### src/rtl/interval_timer_ctrl_pkg.sv
// Shared definitions for the interval timer controller.
package interval_timer_ctrl_pkg;

  // Controller state encoding (2 bits).
  typedef enum logic [1:0] {
    ST_IDLE = 2'd0,
    ST_LOAD = 2'd1,
    ST_RUN  = 2'd2,
    ST_DONE = 2'd3
  } state_e;

endpackage

### src/rtl/interval_timer_ctrl_counter_en.sv
// Loadable up-counter: synchronous reset, load (priority), enable-increment.
module counter_en #(
  parameter int W = 8
) (
  input  logic         clk,
  input  logic         rst,
  input  logic         ld,
  input  logic         en,
  input  logic [W-1:0] d,
  output logic [W-1:0] q
);

  logic [W-1:0] q_d;
  logic [W-1:0] q_q;

  // Next count: load wins over increment; increment wraps modulo 2^W.
  always_comb begin
    // NOTE: assigning a default first keeps every path driven, so no latch is inferred.
    q_d = q_q;
    if (ld) begin
      q_d = d;
    end else if (en) begin
      q_d = q_q + W'(1);
    end
  end

  // Count register with synchronous reset.
  always_ff @(posedge clk) begin
    // NOTE: non-blocking assignments so every flop samples pre-edge values.
    if (rst) begin
      q_q <= '0;
    end else begin
      q_q <= q_d;
    end
  end

  assign q = q_q;

endmodule

### src/rtl/interval_timer_ctrl.sv
// Programmable interval timer: sequences a loadable up-counter through
// IDLE/LOAD/RUN/DONE with a prescaler and one-shot or auto-reload modes.
module interval_timer_ctrl
  import interval_timer_ctrl_pkg::*;
#(
  parameter int BUS_WIDTH      = 8,
  parameter int PRESCALE_WIDTH = 4
) (
  input  logic                      clk,
  input  logic                      rst,
  input  logic                      start,
  input  logic                      stop,
  input  logic                      periodic,
  input  logic [BUS_WIDTH-1:0]      load_val,
  input  logic [BUS_WIDTH-1:0]      terminal,
  input  logic [PRESCALE_WIDTH-1:0] prescale,
  output logic [BUS_WIDTH-1:0]      count,
  output logic                      busy,
  output logic                      tick,
  output logic                      done
);

  state_e                    state_q,    state_d;
  logic [PRESCALE_WIDTH-1:0] pre_q,      pre_d;
  logic [BUS_WIDTH-1:0]      sh_load_q,  sh_load_d;
  logic [BUS_WIDTH-1:0]      sh_term_q,  sh_term_d;
  logic [PRESCALE_WIDTH-1:0] sh_pre_q,   sh_pre_d;
  logic                      sh_per_q,   sh_per_d;

  logic                      ctr_ld;
  logic                      ctr_en;
  logic [BUS_WIDTH-1:0]      count_q;
  logic                      step;
  logic                      at_term;

  // Register-only decodes: prescaler rollover and terminal match.
  assign step    = (pre_q == sh_pre_q);
  assign at_term = (count_q == sh_term_q);

  // Next-state, prescaler, shadow capture and counter control.
  always_comb begin
    state_d   = state_q;
    pre_d     = pre_q;
    sh_load_d = sh_load_q;
    sh_term_d = sh_term_q;
    sh_pre_d  = sh_pre_q;
    sh_per_d  = sh_per_q;
    ctr_ld    = 1'b0;
    ctr_en    = 1'b0;
    busy      = 1'b0;
    tick      = 1'b0;
    done      = 1'b0;

    unique case (state_q)
      ST_IDLE: begin
        // start wins over a coincident stop; stop alone means nothing here.
        if (start) begin
          sh_load_d = load_val;
          sh_term_d = terminal;
          sh_pre_d  = prescale;
          sh_per_d  = periodic;
          state_d   = ST_LOAD;
        end
      end
      ST_LOAD: begin
        busy = 1'b1;
        if (stop) begin
          state_d = ST_IDLE;
        end else begin
          ctr_ld  = 1'b1;
          pre_d   = '0;
          state_d = ST_RUN;
        end
      end
      ST_RUN: begin
        busy = 1'b1;
        tick = step & at_term;
        // An abort pre-empts any reload, increment or completion this cycle.
        if (stop) begin
          state_d = ST_IDLE;
        end else begin
          pre_d = step ? '0 : pre_q + PRESCALE_WIDTH'(1);
          if (step) begin
            if (at_term) begin
              if (sh_per_q) begin
                ctr_ld = 1'b1;
              end else begin
                state_d = ST_DONE;
              end
            end else begin
              ctr_en = 1'b1;
            end
          end
        end
      end
      ST_DONE: begin
        done    = 1'b1;
        state_d = ST_IDLE;
      end
      default: state_d = ST_IDLE;
    endcase
  end

  // State, prescaler and shadow registers with synchronous reset.
  always_ff @(posedge clk) begin
    if (rst) begin
      state_q   <= ST_IDLE;
      pre_q     <= '0;
      sh_load_q <= '0;
      sh_term_q <= '0;
      sh_pre_q  <= '0;
      sh_per_q  <= 1'b0;
    end else begin
      state_q   <= state_d;
      pre_q     <= pre_d;
      sh_load_q <= sh_load_d;
      sh_term_q <= sh_term_d;
      sh_pre_q  <= sh_pre_d;
      sh_per_q  <= sh_per_d;
    end
  end

  counter_en #(
    .W(BUS_WIDTH)
  ) u_counter (
    .clk (clk),
    .rst (rst),
    .ld  (ctr_ld),
    .en  (ctr_en),
    .d   (sh_load_q),
    .q   (count_q)
  );

  assign count = count_q;

endmodule

### config.mk
export PLATFORM = sky130hd
export DESIGN_NAME = interval_timer_ctrl
export DESIGN_NICKNAME = d
export VERILOG_FILES = /design/src/rtl/interval_timer_ctrl_pkg.sv /design/src/rtl/interval_timer_ctrl_counter_en.sv /design/src/rtl/interval_timer_ctrl.sv
export SDC_FILE = /design/constraint.sdc
export NUM_CORES = 1
export LEC_CHECK = 0
export CORE_MARGIN = 5
export CORE_UTILIZATION = 50
export CTS_CLUSTER_SIZE = 30
export DETAILED_ROUTE_END_ITERATION = 10
export GPL_ROUTABILITY_DRIVEN = 0
export PLACE_DENSITY = 0.84
export SLEW_MARGIN = 20
export SYNTH_ARGS = -nofsm -noshare
export SYNTH_HDL_FRONTEND = slang
export SYNTH_SLANG_ARGS = --single-unit
### constraint.sdc
create_clock -name clk -period 2.55 [get_ports clk]
set_input_delay 0.765 -clock clk [delete_from_list [all_inputs] [get_ports clk]]
set_output_delay 0.765 -clock clk [all_outputs]
set_load 0.01 [all_outputs]
**Yosys cells after proc, flatten, opt, wreduce, memory -nomap -nowiden**

Index checks and enable logic that the tools add are counted.

- Bits in registers: 35
- Latch bits: 0
- RAM bits: 0
- Memory bits (read-only): 0
- Bits of input ports: 25
- Logic and storage cells: 54
- Memories kept: 0

- $add $sub $neg: 2
- Multipliers: 0
- Div/mod/pow operators: 0
- $lt $le $gt $ge: 0
- Eq/ne operators: 11
- Shift operators: 0
- Muxes and demuxes: 26
- Bitwise logic cells: 1
- Reduce and logical (&&, ||, !) cells: 7

Operators with widths:

| kind | count |
|---|---|
| 2-to-1 mux 8 bit | 2 |
| 2-to-1 mux 1 bit | 12 |
| 2-to-1 mux 2 bit | 6 |
| 2-to-1 mux 4 bit | 3 |
| inequality test 3 bit, second input constant | 3 |
| adder 8 x 1 -> 8 bit, second input constant | 1 |
| == test 8 bit | 1 |
| case mux 2 bit (4 select lines) | 1 |
| case mux 4 bit (2 select lines) | 1 |
| inequality test 2 bit, second input constant | 3 |
| adder 4 x 1 -> 4 bit, second input constant | 1 |
| == test 2 bit, second input constant | 2 |
| == test 4 bit | 1 |
| AND reduction 4 bit | 1 |
| nonzero test 2 bit | 2 |
| AND reduction 3 bit | 1 |
| == test 2 x 1 -> 1 bit, second input constant | 1 |
| zero test 2 bit | 1 |
| case mux 1 bit (2 select lines) | 1 |
| AND reduction 2 bit | 1 |
| OR reduction 2 bit | 1 |
| bitwise AND 1 bit | 1 |

**Logic depth before layout (Yosys ltp)**

Gate-level depths: netlist of the first run.

- Depth in word-level cells: 7
- Mapped depth: 7

**Cells and area by module**

A second synthesis of the first run with hierarchy kept.

- Cell total of the unflattened synthesis: 214
- Area, all modules: 1750.4 um^2

Modules (own cells, without submodules):

| module | times used | cells each | area an instance (um^2) | seq. area each (um^2) |
|---|---|---|---|---|
| interval_timer_ctrl | 1 | 161 | 1286.2 | 540.5 |
| counter_en | 1 | 53 | 464.2 | 160.2 |

**Worst setup path before layout of the first run**

Ideal clock, no wire load.

- Kind: in2reg
- Start point: in stop
- End point: reg u_counter.q_q[7], in the netlist u_counter.q[7]
- Library setup time: 0.124 ns
- Arrival time: 1.978 ns
- Required time: 2.426 ns
- Setup slack: 0.448 ns
- Stages: 5
- Path buffers: 0
- Cell sequence: nand2b_1 -> or3_1 -> a2111oi_1 -> xnor2_1 -> a21oi_1

- Word-level cells in the longest chain between the ends: 3

RTL lines:

| what | line | text |
|---|---|---|
| start, declared | interval_timer_ctrl.sv:12 | `input logic stop,` |
| 2-to-1 mux 1 bit (on tied branches) | interval_timer_ctrl.sv:79, interval_timer_ctrl.sv:67 |  |
| case mux 1 bit (2 select lines) / 2-to-1 mux 1 bit (equally long branches) | interval_timer_ctrl.sv:54 | `unique case (state_q)` |
| 2-to-1 mux 8 bit / nonzero test 2 bit (equally long branches) | - |  |
| end signal, assigned | interval_timer_ctrl_counter_en.sv:33 | `q_q <= q_d;` |
| end, declared | interval_timer_ctrl_counter_en.sv:14 | `logic [W-1:0] q_q;` |

Several ways; a longest one is shown, not always the timed one.
A chain may end at the register's enable or synchronous reset.

**Final worst setup path of the first run**

- Start point: reg pre_q[0]
- End point: out tick

- Word-level cells in the longest chain between the ends: 3

RTL lines:

| what | line | text |
|---|---|---|
| start, declared | interval_timer_ctrl.sv:24 | `logic [PRESCALE_WIDTH-1:0] pre_q, pre_d;` |
| start signal, assigned | interval_timer_ctrl.sv:115 | `pre_q <= pre_d;` |
| == test 4 bit | interval_timer_ctrl.sv:37 | `assign step = (pre_q == sh_pre_q);` |
| bitwise AND 1 bit | interval_timer_ctrl.sv:77 | `tick = step & at_term;` |
| 2-to-1 mux 1 bit | interval_timer_ctrl.sv:54 |  |
| end, declared | interval_timer_ctrl.sv:19 | `output logic tick,` |

No other way between the ends.

==> flow_summary.json, run 1 <==
{
  "critical-path-max-stage-delay_ps": 360,
  "min_period_over_period": 0.969,
  "area_growth_pct": 32.4,
  "drtPass1Iterations": 4,
  "tightestPinTransition_ps": 476,
  "synth_top_area_cell": "dfxtp_1",
  "drtAntennaViolNets": 0,
  "grt_pass1_wl_um": 6950,
  "initial_core_util": 0.521,
  "whs_path_depth": 2,
  "avgSynthCellArea_sq_um": 8.38,
  "startpoint_type": "flip-flop",
  "powerDensity_nw_per_um2": 575,
  "clock_latency_ps": 340,
  "outcome": "complete, no violations",
  "root_buffer": "clkbuf_4",
  "grt_use_total": 0.180,
  "antenna_cells": 0,
  "path_cells": "xor2_1 -> nor4_2 -> and4_1 -> clkdlybuf4s15_1",
  "wirelength_um": 4140,
  "ys_ff_latch": 35,
  "synth_nets": 241,
  "fp.dieArea_sq_um": 4790,
  "clockBufferDepth": 2,
  "grt_max_degree": 22,
  "drtIter0Drc": 60,
  "vias_per_cell": 5.29,
  "postLayoutCoreUtil": 0.690,
  "hold_violations": 0,
  "p_leak_nw": 0.929,
  "fin_tns_setup_ps": 0,
  "fillers": 302,
  "die_h_um": 69.2,
  "clock.fmax_ghz": 0.405,
  "final_max_slew_viol_count": 0,
  "cp_max_fo": 5,
  "yosys-top-cells-area": "dfxtp_1 40%, nand2_1 10%, a21oi_1 9.1%",
  "relSlewSlack": 0.682,
  "drive_above_1_share": 0.120,
  "port_buffers": 35,
  "crit_family": "simple AND/OR/NAND/NOR gates",
  "cts_made_buffers": 5,
  "rows": 21,
  "grt_pass1_vias": 1514,
  "synth-seq-area-share": 0.400,
  "min_period_ps": 2470,
  "worstSetupEndpointType": "output pin",
  "cts.clk_slew.worst_paths_ps": 110,
  "finalPower_mw": 1.33,
  "cp.arrival_ps": 1710,
  "max_cap_violations": 0,
  "overflow": 0,
  "htreeDepth": 2,
  "r2r_cells": 5,
  "dpl.hpwl_um": 3150,
  "cp.depth": 4,
  "grt_setup_unrepaired": "false",
  "synth_cell_types": 36,
  "mappedNetlistArea_sq_um": 1750,
  "netlist.area_leader.share": 0.400,
  "ir_drop_uv": 319,
  "synth_cells": 209,
  "clock_skew_ps": 11.5,
  "setup_viol": 0,
  "nets": 290,
  "routed-via-count": 1613,
  "post_cts_buffers": 0,
  "required_ps": 1790,
  "timing.critical_path.buf_inv": 1,
  "drc": 0,
  "crit_type": "reg2out",
  "dieWidth_um": 69.2,
  "antenna_found_initial": 0,
  "yosysWarningCount": 0,
  "post_drt_wl_per_cell_um": 13.6,
  "coreArea_sq_um": 3360,
  "hold_class": "reg2reg",
  "pin_count": 36,
  "cts.sinks": 35,
  "cts_tree": "yes",
  "cpMaxStageDelayCell": "dfxtp_2"
}
## logic make-up after synthesis
group	synth area share
flip-flops	0.400
XOR/XNOR	0.0950
buffers and inverters	0.0314
AND/OR/NAND/NOR	0.218
AO/OA/AOI/OAI	0.194
multiplexers	0.0114
adder cells (fa/ha/maj)	0.0500
## power by group
| part | total [mW] | switching (mW) | internal (mW) |
|---|---|---|---|
| sequential | 0.616 | 0.0288 | 0.587 |
| combinational | 0.370 | 0.196 | 0.175 |
| clock | 0.347 | 0.185 | 0.162 |
## sequential cells by signal (all words and copies together) (netlist names)
signal / cells
state_q: 2
sh_per_q: 1
sh_term_q: 8
pre_q: 4
sh_load_q: 8
sh_pre_q: 4
u_counter.q: 8
## layer usage
metal / wire [um] / vias up / part of all wire / GRT usage
li1: - / 825 / - / -
met1: 1910 / 747 / 0.46 / 0.217
met2: 2020 / 36 / 0.49 / 0.306
met3: 146 / 5 / 0.035 / 0.0377
met4: 65 / 0 / 0.016 / 0.0781
met5: 0 / - / 0 / 0
## stage by stage
step | instances | hold slack (ps) | cell area (sq um) | worst slack, ps
after floorplan | 209 | 436 | 1750 | 448
after global placement | 297 | 446 | 2250 | 49.6
after detailed placement | 297 | 449 | 2250 | 10.2
after CTS | 305 | 463 | 2310 | 34.8
after global routing | 305 | 486 | 2320 | 3.57
final | 305 | 458 | 2320 | 78.9
## worst reg2reg max path: stages, from the launching register on
cell and delay (ps):
dfxtp_1 350, xor2_1 190, or4_1 690, a2111oi_1 540
xnor2_1 190, a21oi_1 80
## synthesized netlist by cell type (all sizes together)
cell / count
nor3: 3
o21a: 1
nor2: 9
nand2b: 3
nand2: 47
xnor2: 6
ha: 7
a41o: 1
a2111oi: 5
nand4: 1
or4: 1
a211oi: 1
and4: 1
a41oi: 1
inv: 4
o21bai: 1
clkbuf: 5
nand3b: 1
nand3: 3
a211o: 1
o31ai: 8
a31oi: 1
and2: 2
dfxtp: 35
nor4: 3
o21ai: 1
mux2i: 2
or3: 1
buf: 5
xor2: 13
a22oi: 1
a21oi: 32
nor2b: 2
or2: 1
## final cells by class
| type | count | area [sq um] | share of cell area |
|---|---|---|---|
| Tap cell | 46 | 57.6 | 0.0248 |
| Sequential cell | 35 | 704 | 0.304 |
| Inverter | 4 | 15.0 | 0.00647 |
| Timing Repair Buffer | 52 | 478 | 0.206 |
| Multi-Input combinational cell | 160 | 996 | 0.429 |
| Clock buffer | 8 | 68.8 | 0.0297 |
## cells in the final DEF, fill, tap and decap left out, types with 2 or more instances in the layout
master / count
and2_1: 2
mux2i_1: 2
clkbuf_8: 2
ha_1: 7
clkbuf_4: 5
nor3_1: 3
dfxtp_2: 3
nor2_1: 9
clkdlybuf4s50_1: 34
nand2_1: 47
a21oi_1: 32
dfxtp_1: 32
inv_1: 4
nand2b_1: 3
nor2b_1: 2
buf_4: 17
a2111oi_1: 5
nand3_1: 3
xor2_1: 13
nor4_4: 2
o31ai_1: 8
xnor2_1: 6
## timing repair
item / CTS / global route
pin swaps: 1 / 1
cloned: 0 / 0
gates resized for setup: 1 / 4
hold buffers: 0 / 0
setup endpoints to repair: 1 / 2
## final timing paths
| kind | to | from | slack (ps) |
|---|---|---|---|
| max | tick | pre_q[0]$_SDFFE_PP0P_ | 80 |
| min reg2reg | sh_load_q[2]$_SDFFE_PP0P_ | sh_load_q[2]$_SDFFE_PP0P_ | 460 |
| min | sh_load_q[2]$_SDFFE_PP0P_ | sh_load_q[2]$_SDFFE_PP0P_ | 460 |
| max reg2reg | u_counter.q[6]$_SDFFE_PP0P_ | pre_q[1]$_SDFFE_PP0P_ | 390 |
No activity file was read; power rests on OpenSTA's default activity.
==> run 2, diff against run 1 <==
--- a/config.mk
+++ b/config.mk
@@ -11,7 +11,6 @@
 export DETAILED_ROUTE_END_ITERATION = 10
 export GPL_ROUTABILITY_DRIVEN = 0
 export PLACE_DENSITY = 0.84
-export SLEW_MARGIN = 20
 export SYNTH_ARGS = -nofsm -noshare
 export SYNTH_HDL_FRONTEND = slang
 export SYNTH_SLANG_ARGS = --single-unit
==> results of run 2 <==
Same layout as run 1: the final DEF is identical, and so are final timing and power.
